`src/rtl/alu_seq_pkg.sv`:
```
// Shared definitions for the ALU sequencer: field layout, opcode map,
// FSM states and the decoded-instruction payload.
package alu_seq_pkg;

  localparam int unsigned XLEN  = 32;
  localparam int unsigned OP_W  = 6;
  localparam int unsigned RA_W  = 4;
  localparam int unsigned IMM_W = 16;

  localparam int unsigned OP_MSB   = 31;
  localparam int unsigned OP_LSB   = 26;
  localparam int unsigned RD_MSB   = 25;
  localparam int unsigned RD_LSB   = 22;
  localparam int unsigned RS_MSB   = 21;
  localparam int unsigned RS_LSB   = 18;
  localparam int unsigned HL_BIT   = 17;
  localparam int unsigned RSVD_BIT = 16;
  localparam int unsigned VAL_MSB  = 15;

  localparam logic [OP_W-1:0] OP_ADD       = 6'd0;
  localparam logic [OP_W-1:0] OP_SUB       = 6'd1;
  localparam logic [OP_W-1:0] OP_SHL       = 6'd2;
  localparam logic [OP_W-1:0] OP_SHR       = 6'd3;
  localparam logic [OP_W-1:0] OP_MOV4      = 6'd4;
  localparam logic [OP_W-1:0] OP_LDH       = 6'd5;
  localparam logic [OP_W-1:0] OP_MOV6      = 6'd6;
  localparam logic [OP_W-1:0] OP_MOV7      = 6'd7;
  localparam logic [OP_W-1:0] OP_CMP_FIRST = 6'd8;
  localparam logic [OP_W-1:0] OP_CMP_LAST  = 6'd13;
  localparam logic [OP_W-1:0] OP_JMP       = 6'd14;
  localparam logic [OP_W-1:0] OP_JMPC      = 6'd15;
  localparam logic [OP_W-1:0] OP_NOP       = 6'd63;

  typedef enum logic [1:0] {
    ST_FETCH  = 2'd0,
    ST_DECODE = 2'd1,
    ST_EXEC   = 2'd2,
    ST_HALT   = 2'd3
  } state_e;

  typedef enum logic [1:0] {
    CL_WRITE   = 2'd0,
    CL_FLAG    = 2'd1,
    CL_BRANCH  = 2'd2,
    CL_ILLEGAL = 2'd3
  } iclass_e;

  typedef struct packed {
    iclass_e              cls;
    logic [OP_W-1:0]      opcode;
    logic [RA_W-1:0]      rd;
    logic [RA_W-1:0]      rs;
    logic                 highlow;
    logic [IMM_W-1:0]     value;
  } dec_t;

  // Opcodes are grouped in contiguous ranges, so the class is a range test.
  function automatic iclass_e op_class(input logic [OP_W-1:0] op);
    if (op <= OP_MOV7)          return CL_WRITE;
    else if (op <= OP_CMP_LAST) return CL_FLAG;
    else if (op <= OP_JMPC)     return CL_BRANCH;
    else                        return CL_ILLEGAL;
  endfunction

endpackage

```
`src/rtl/alu_seq_decode.sv`:
```
// Combinational instruction-word splitter: IR -> class and ALU/regfile fields.
module alu_seq_decode
  import alu_seq_pkg::*;
(
  input  logic [XLEN-1:0] ir_i,
  output dec_t            dec_o
);

  logic unused_rsvd;
  assign unused_rsvd = ir_i[RSVD_BIT];

  always_comb begin
    dec_o         = '0;
    dec_o.cls     = op_class(ir_i[OP_MSB:OP_LSB]);
    dec_o.opcode  = ir_i[OP_MSB:OP_LSB];
    dec_o.rd      = ir_i[RD_MSB:RD_LSB];
    dec_o.rs      = ir_i[RS_MSB:RS_LSB];
    dec_o.highlow = ir_i[HL_BIT];
    dec_o.value   = ir_i[VAL_MSB:0];
  end

endmodule

```
`src/rtl/alu_sequencer.sv`:
```
// Fetch/decode/issue sequencer for the 32-bit ALU: fetches over req/ack,
// drives ALU and register-file controls, retires via writeback or PC update.
module alu_sequencer
  import alu_seq_pkg::*;
#(
  parameter logic [XLEN-1:0] RESET_PC = 32'h0000_0000,
  parameter int unsigned     PC_STEP  = 1
) (
  input  logic             clock,
  input  logic             reset_n,
  output logic             imem_req,
  output logic [XLEN-1:0]  imem_addr,
  input  logic             imem_ack,
  input  logic [XLEN-1:0]  imem_rdata,
  output logic [RA_W-1:0]  rf_raddr_a,
  output logic [RA_W-1:0]  rf_raddr_b,
  output logic             rf_we,
  output logic [RA_W-1:0]  rf_waddr,
  output logic [XLEN-1:0]  rf_wdata,
  output logic [OP_W-1:0]  alu_instr,
  output logic [IMM_W-1:0] alu_value,
  output logic             alu_highlow,
  output logic             alu_f1,
  output logic             alu_f2,
  input  logic [XLEN-1:0]  alu_c,
  input  logic             alu_f3,
  input  logic             alu_addrch,
  input  logic [XLEN-1:0]  alu_naddr,
  output logic [XLEN-1:0]  pc,
  output logic             retire,
  output logic             halted
);

  state_e           state_q, state_d;
  logic [XLEN-1:0]  ir_q, ir_d;
  logic [XLEN-1:0]  pc_q, pc_d;
  logic             f1_q, f1_d, f2_q, f2_d;
  logic             req_q, req_d;
  logic             we_q, we_d;
  logic [RA_W-1:0]  waddr_q, waddr_d;
  logic [XLEN-1:0]  wdata_q, wdata_d;
  logic [RA_W-1:0]  ra_q, ra_d, rb_q, rb_d;
  logic [OP_W-1:0]  instr_q, instr_d;
  logic [IMM_W-1:0] value_q, value_d;
  logic             hl_q, hl_d;
  logic             retire_q, retire_d;
  logic             halted_q, halted_d;

  logic             ir_load;
  logic [XLEN-1:0]  pc_seq;
  dec_t             dec;

  // An ack only counts once the request is actually visible on the bus.
  assign ir_load = (state_q == ST_FETCH) && req_q && imem_ack;
  assign ir_d    = ir_load ? imem_rdata : ir_q;
  assign pc_seq  = pc_q + XLEN'(PC_STEP);

  alu_seq_decode u_decode (
    .ir_i  (ir_d),
    .dec_o (dec)
  );

  always_comb begin
    state_d  = state_q;
    pc_d     = pc_q;
    f1_d     = f1_q;
    f2_d     = f2_q;
    req_d    = 1'b0;
    we_d     = 1'b0;
    waddr_d  = waddr_q;
    wdata_d  = wdata_q;
    ra_d     = '0;
    rb_d     = '0;
    instr_d  = OP_NOP;
    value_d  = '0;
    hl_d     = 1'b0;
    retire_d = 1'b0;
    halted_d = halted_q;

    unique case (state_q)
      ST_FETCH: begin
        req_d = 1'b1;
        if (ir_load) begin
          req_d   = 1'b0;
          state_d = ST_DECODE;
          ra_d    = dec.rd;
          rb_d    = dec.rs;
          instr_d = dec.opcode;
          value_d = dec.value;
          hl_d    = dec.highlow;
        end
      end
      ST_DECODE: begin
        state_d = ST_EXEC;
        ra_d    = dec.rd;
        rb_d    = dec.rs;
        instr_d = dec.opcode;
        value_d = dec.value;
        hl_d    = dec.highlow;
      end
      ST_EXEC: begin
        state_d  = ST_FETCH;
        req_d    = 1'b1;
        retire_d = 1'b1;
        unique case (dec.cls)
          CL_WRITE: begin
            we_d    = 1'b1;
            waddr_d = dec.rd;
            wdata_d = alu_c;
            pc_d    = pc_seq;
          end
          CL_FLAG: begin
            f2_d = f1_q;
            f1_d = alu_f3;
            pc_d = pc_seq;
          end
          CL_BRANCH: pc_d = alu_addrch ? alu_naddr : pc_seq;
          default: begin
            state_d  = ST_HALT;
            req_d    = 1'b0;
            retire_d = 1'b0;
            halted_d = 1'b1;
          end
        endcase
      end
      default: ;
    endcase
  end

  always_ff @(posedge clock or negedge reset_n) begin
    if (!reset_n) begin
      state_q  <= ST_FETCH;
      ir_q     <= '0;
      pc_q     <= RESET_PC;
      f1_q     <= 1'b0;
      f2_q     <= 1'b0;
      req_q    <= 1'b0;
      we_q     <= 1'b0;
      waddr_q  <= '0;
      wdata_q  <= '0;
      ra_q     <= '0;
      rb_q     <= '0;
      instr_q  <= OP_NOP;
      value_q  <= '0;
      hl_q     <= 1'b0;
      retire_q <= 1'b0;
      halted_q <= 1'b0;
    end else begin
      state_q  <= state_d;
      ir_q     <= ir_d;
      pc_q     <= pc_d;
      f1_q     <= f1_d;
      f2_q     <= f2_d;
      req_q    <= req_d;
      we_q     <= we_d;
      waddr_q  <= waddr_d;
      wdata_q  <= wdata_d;
      ra_q     <= ra_d;
      rb_q     <= rb_d;
      instr_q  <= instr_d;
      value_q  <= value_d;
      hl_q     <= hl_d;
      retire_q <= retire_d;
      halted_q <= halted_d;
    end
  end

  assign imem_req    = req_q;
  assign imem_addr   = pc_q;
  assign rf_raddr_a  = ra_q;
  assign rf_raddr_b  = rb_q;
  assign rf_we       = we_q;
  assign rf_waddr    = waddr_q;
  assign rf_wdata    = wdata_q;
  assign alu_instr   = instr_q;
  assign alu_value   = value_q;
  assign alu_highlow = hl_q;
  assign alu_f1      = f1_q;
  assign alu_f2      = f2_q;
  assign pc          = pc_q;
  assign retire      = retire_q;
  assign halted      = halted_q;

endmodule

```
`config.mk`:
```
export PLATFORM = sky130hd
export DESIGN_NAME = alu_sequencer
export DESIGN_NICKNAME = d
export VERILOG_FILES = /design/src/rtl/alu_seq_pkg.sv /design/src/rtl/alu_seq_decode.sv /design/src/rtl/alu_sequencer.sv
export SDC_FILE = /design/constraint.sdc
export NUM_CORES = 1
export LEC_CHECK = 0
export ABC_AREA = 1
export BUFFER_PORTS_ARGS = -buffer_cell sky130_fd_sc_hd__buf_2
export CAP_MARGIN = 20
export CORE_ASPECT_RATIO = 0.7
export CORE_MARGIN = 3
export CORE_UTILIZATION = 47
export CTS_BUF_LIST = sky130_fd_sc_hd__clkbuf_4
export CTS_CLUSTER_SIZE = 14
export DETAILED_ROUTE_END_ITERATION = 10
export PLACE_DENSITY = 0.82
export SYNTH_ARGS = -nofsm -noshare
export SYNTH_HDL_FRONTEND = slang
export SYNTH_SLANG_ARGS = --single-unit
```
`constraint.sdc`:
```
create_clock -name clock -period 3.75 [get_ports clock]
set_clock_uncertainty 0.15 [all_clocks]
set_input_delay 0 -clock clock [delete_from_list [all_inputs] [get_ports clock]]
set_output_delay 0 -clock clock [all_outputs]
set_load 0.05 [all_outputs]
```
==> summary.md <==
| Metric | Value |
|---|---|
| CTS root buffer | clkbuf_4 |
| Req. time, crit path | 4.02 ns |
| Share of the synthesized area in the top cell type | 48.67% |
| Synthesis-stage register bit count | 138 |
| Placer Congestion | 1.037 |
| Worst setup endpoint | imem_addr[3] |
| Mapped Area | 6787 µm² |
| Crit. End Element | flop |
| M1 WL | 8773 µm |
| Met3 WL | 1813 µm |
| Pin count of the biggest net entering global routing | 120 |
| Later-pin clock latency in the skew report | 0.52 ns |
| Reg area | 3461 µm² |
| Total grt overflow | 0 |
| Boundary pin count | 238 |
| Static Leakage | 5.025 nW |
| Max_cap viols | 0 |
| Sequential area share after synthesis | 51.00% |
| Slew headroom | 43.02% |
| Final Util | 65.35% |
| Peak VDD IR | 0.1554 mV |
| Highest Clock Rate | 334.5 MHz |
| Core Area | 14,010 µm² |
| Post-Syn Instances | 842 |
| Area Growth Syn to Fin | 34.90% |
| Vias post-DR | 6,707 |
| Die ar. | 15,940 µm² |
| Fin. Hold Viols | 0 |
| Yosys warning count | 0 |
| Clock Path Buffers | 2 |
| Crit path from | state_q[0] |
| Synth top area cells | dfrtp_1 (49%), nand2_1 (18%), buf_4 (4.1%) |
| Number of remaining DRC errors | 0 |
| Htree depth | 4 |
| PwrDens | 293.6 nW/µm² |
| Worst Path Max Fanout | 39 |
| Synth cell types | 32 |
| Post-CTS setup repair buffer count | 0 |
| # nets final | 1,245 |
| Initial drt markers | 479 |
| Mean cell area of the mapped netlist | 8.060 µm² |
| CP arrival | 3.26 ns |
| Final setup viols | 0 |
| Global-route usage over all layers | 26.42% |
| CTS buffer count | 17 |
| Synth Flop Type | dfrtp_1 |
| # rows | 36 |
| Cell depth of the worst flop-to-flop path | 10 |
| Status | finished, final reports clean |
| Reg2reg end | imem_addr[3] |
| Uppermost layer routed | met4 |
| Post-Syn Nets | 948 |
| Unrepaired setup endpoints after global routing | false |
| Fillers | 1,168 |
| CTS tree | yes |
| Fin crit share | 79.73% |
| Worst setup SP type | flop |
| Placed Area | 7833 µm² |
| Post-layout minimum cycle time | 2.990 ns |
| Reg2Reg Setup Slack | 0.76 ns |
| Layout cells sized above 1 | 25.54% |
| Hold path start | alu_c[22] |
| Die Ht | 106.5 µm |
| Area occupied by multi-input gates | 2621 µm² |
| Initial antenna violation count | 2 |
| Async set-reset flop share out of synthesis | 100.0% |
| Clock Pin Slew Worst Setup and Hold Paths | 0.13 ns |
| CTS Sinks | 138 |
| DR pass1 iterations | 5 |
| Top cell type by total area after synthesis | dfrtp_1 |
| Antenna Nets Post-Route | 0 |
| Met2 WL | 9669 µm |
| Via density | 4.994 |
| # port buffers | 236 |
| Reg2reg start | state_q[0] |
| Worst slew pin tran | 0.8538 ns |
| Total wire length | 20,770 µm |
| Post-synth EDFFs | 0 |
| First-pass GRT wire length | 33,120 µm |
| Design area | 9155 µm² |
| Fin. max-slew vios | 0 |
| Dpl hpwl | 13,180 µm |
| Setup tns final | 0 ns |
| Die extent in x | 149.6 µm |
| Hold Crit Class | input port to flop |
| Number of global-route vias before repair | 6,479 |
| Initial core utilization | 48.45% |
| Wire per inst | 15.46 µm |
| WS Path Type | flop to flop |
[what timing repair did]
item	CTS	global route
endpoints found under the hold margin	247	46
gates resized for setup	0	0
hold buffers	99	1
[power by group]
part           internal (mW)  switching [mW]  total [mW]
clock                  0.409           0.606        1.01
combinational          0.114          0.0711       0.185
sequential              1.49               0        1.49
[cell usage in the layout (no fill, tap or decap), types with 22 or more instances in the layout]
| master | count |
|---|---|
| buf_2 | 235 |
| nand2_1 | 320 |
| dlygate4sd3_1 | 100 |
| nand3b_1 | 31 |
| nand3_1 | 52 |
| nor2_1 | 53 |
| o22ai_1 | 22 |
| o21ai_0 | 28 |
| dfrtp_1 | 132 |
| inv_1 | 69 |
[how the worst min path moves through the flow]
| stage | endpoint | slack, ns | cells after the start |
|---|---|---|---|
| floorplan | alu_f1 | -0.45 | 0 |
| global placement | rf_wdata[3] | 0.04 | 3 |
| detailed placement | rf_wdata[14] | 0.05 | 3 |
| CTS | rf_wdata[26] | 0.003 | 4 |
| global route | rf_wdata[21] | 0.01 | 4 |
| finish | rf_wdata[22] | 0.06 | 4 |
[layout make-up]
| cell class | instances | area share (%) |
|---|---|---|
| diodes | 2 | 0.05467 |
| clock buffers | 17 | 1.394 |
| clock inverters | 14 | 1.763 |
| inverters | 76 | 3.143 |
| multi-input cells | 564 | 28.63 |
| flip-flops and latches | 138 | 37.80 |
| well taps | 190 | 2.597 |
| repair buffers | 342 | 24.61 |
[Yosys cell counts, types with 5 or more instances]
master	n
a21oi_1	7
buf_2	12
buf_4	37
clkbuf_1	12
dfrtp_1	132
dfstp_2	6
ha_1	5
inv_1	69
nand2_1	320
nand3_1	52
nand3b_1	31
nor2_1	53
o21ai_0	28
o21ai_1	11
o22ai_1	22
xnor2_1	7
xor2_1	7
[flip-flops by register name, indices dropped and copies added (netlist names), 2 cells and up]
signal      flops
imem_addr      32
rf_wdata       32
ir_q           31
alu_value      16
alu_instr       6
rf_raddr_a      4
rf_raddr_b      4
rf_waddr        4
state_q         2
[cells by family after synthesis]
family / synth area share, %
compound gates: 6.010
simple gates: 29.89
fa+ha+maj: 0.9218
flops: 51.00
xor+xnor: 1.807
buf+inv: 10.38
[critical path: stages, from the launching register on]
cell     delay [ns]
dfrtp_1        0.43
inv_1          0.10
ha_1           0.29
nand3_4        0.34
o21ai_2        0.30
nand2_2        0.15
nor2_4         0.14
buf_4          0.41
inv_2          0.35
nand2_1        0.16
o21ai_1        0.07
[metrics by stage]
stage | instances | total power, mW | setup WS, ns | hold WS, ns
2_1_floorplan | 842 | 1.529 | 1.522 | -0.4456
3_3_place_gp | 1209 | 1.612 | 0.9155 | 0.04350
3_5_place_dp | 1209 | 1.613 | 0.7400 | 0.04903
4_1_cts | 1339 | 2.698 | 0.7389 | 0.003356
5_1_grt | 1343 | 2.790 | 0.4719 | 0.01382
6_report | 1343 | 2.688 | 0.7603 | 0.05909
[metal layers]
| metal | vias to the layer above | global-route usage, % |
|---|---|---|
| li1 | 3210 | - |
| met1 | 3137 | 34.51 |
| met2 | 314 | 42.55 |
| met3 | 46 | 7.456 |
| met4 | 0 | 9.014 |
| met5 | - | 0 |
Note: power is estimated with default switching activity, not from simulation.
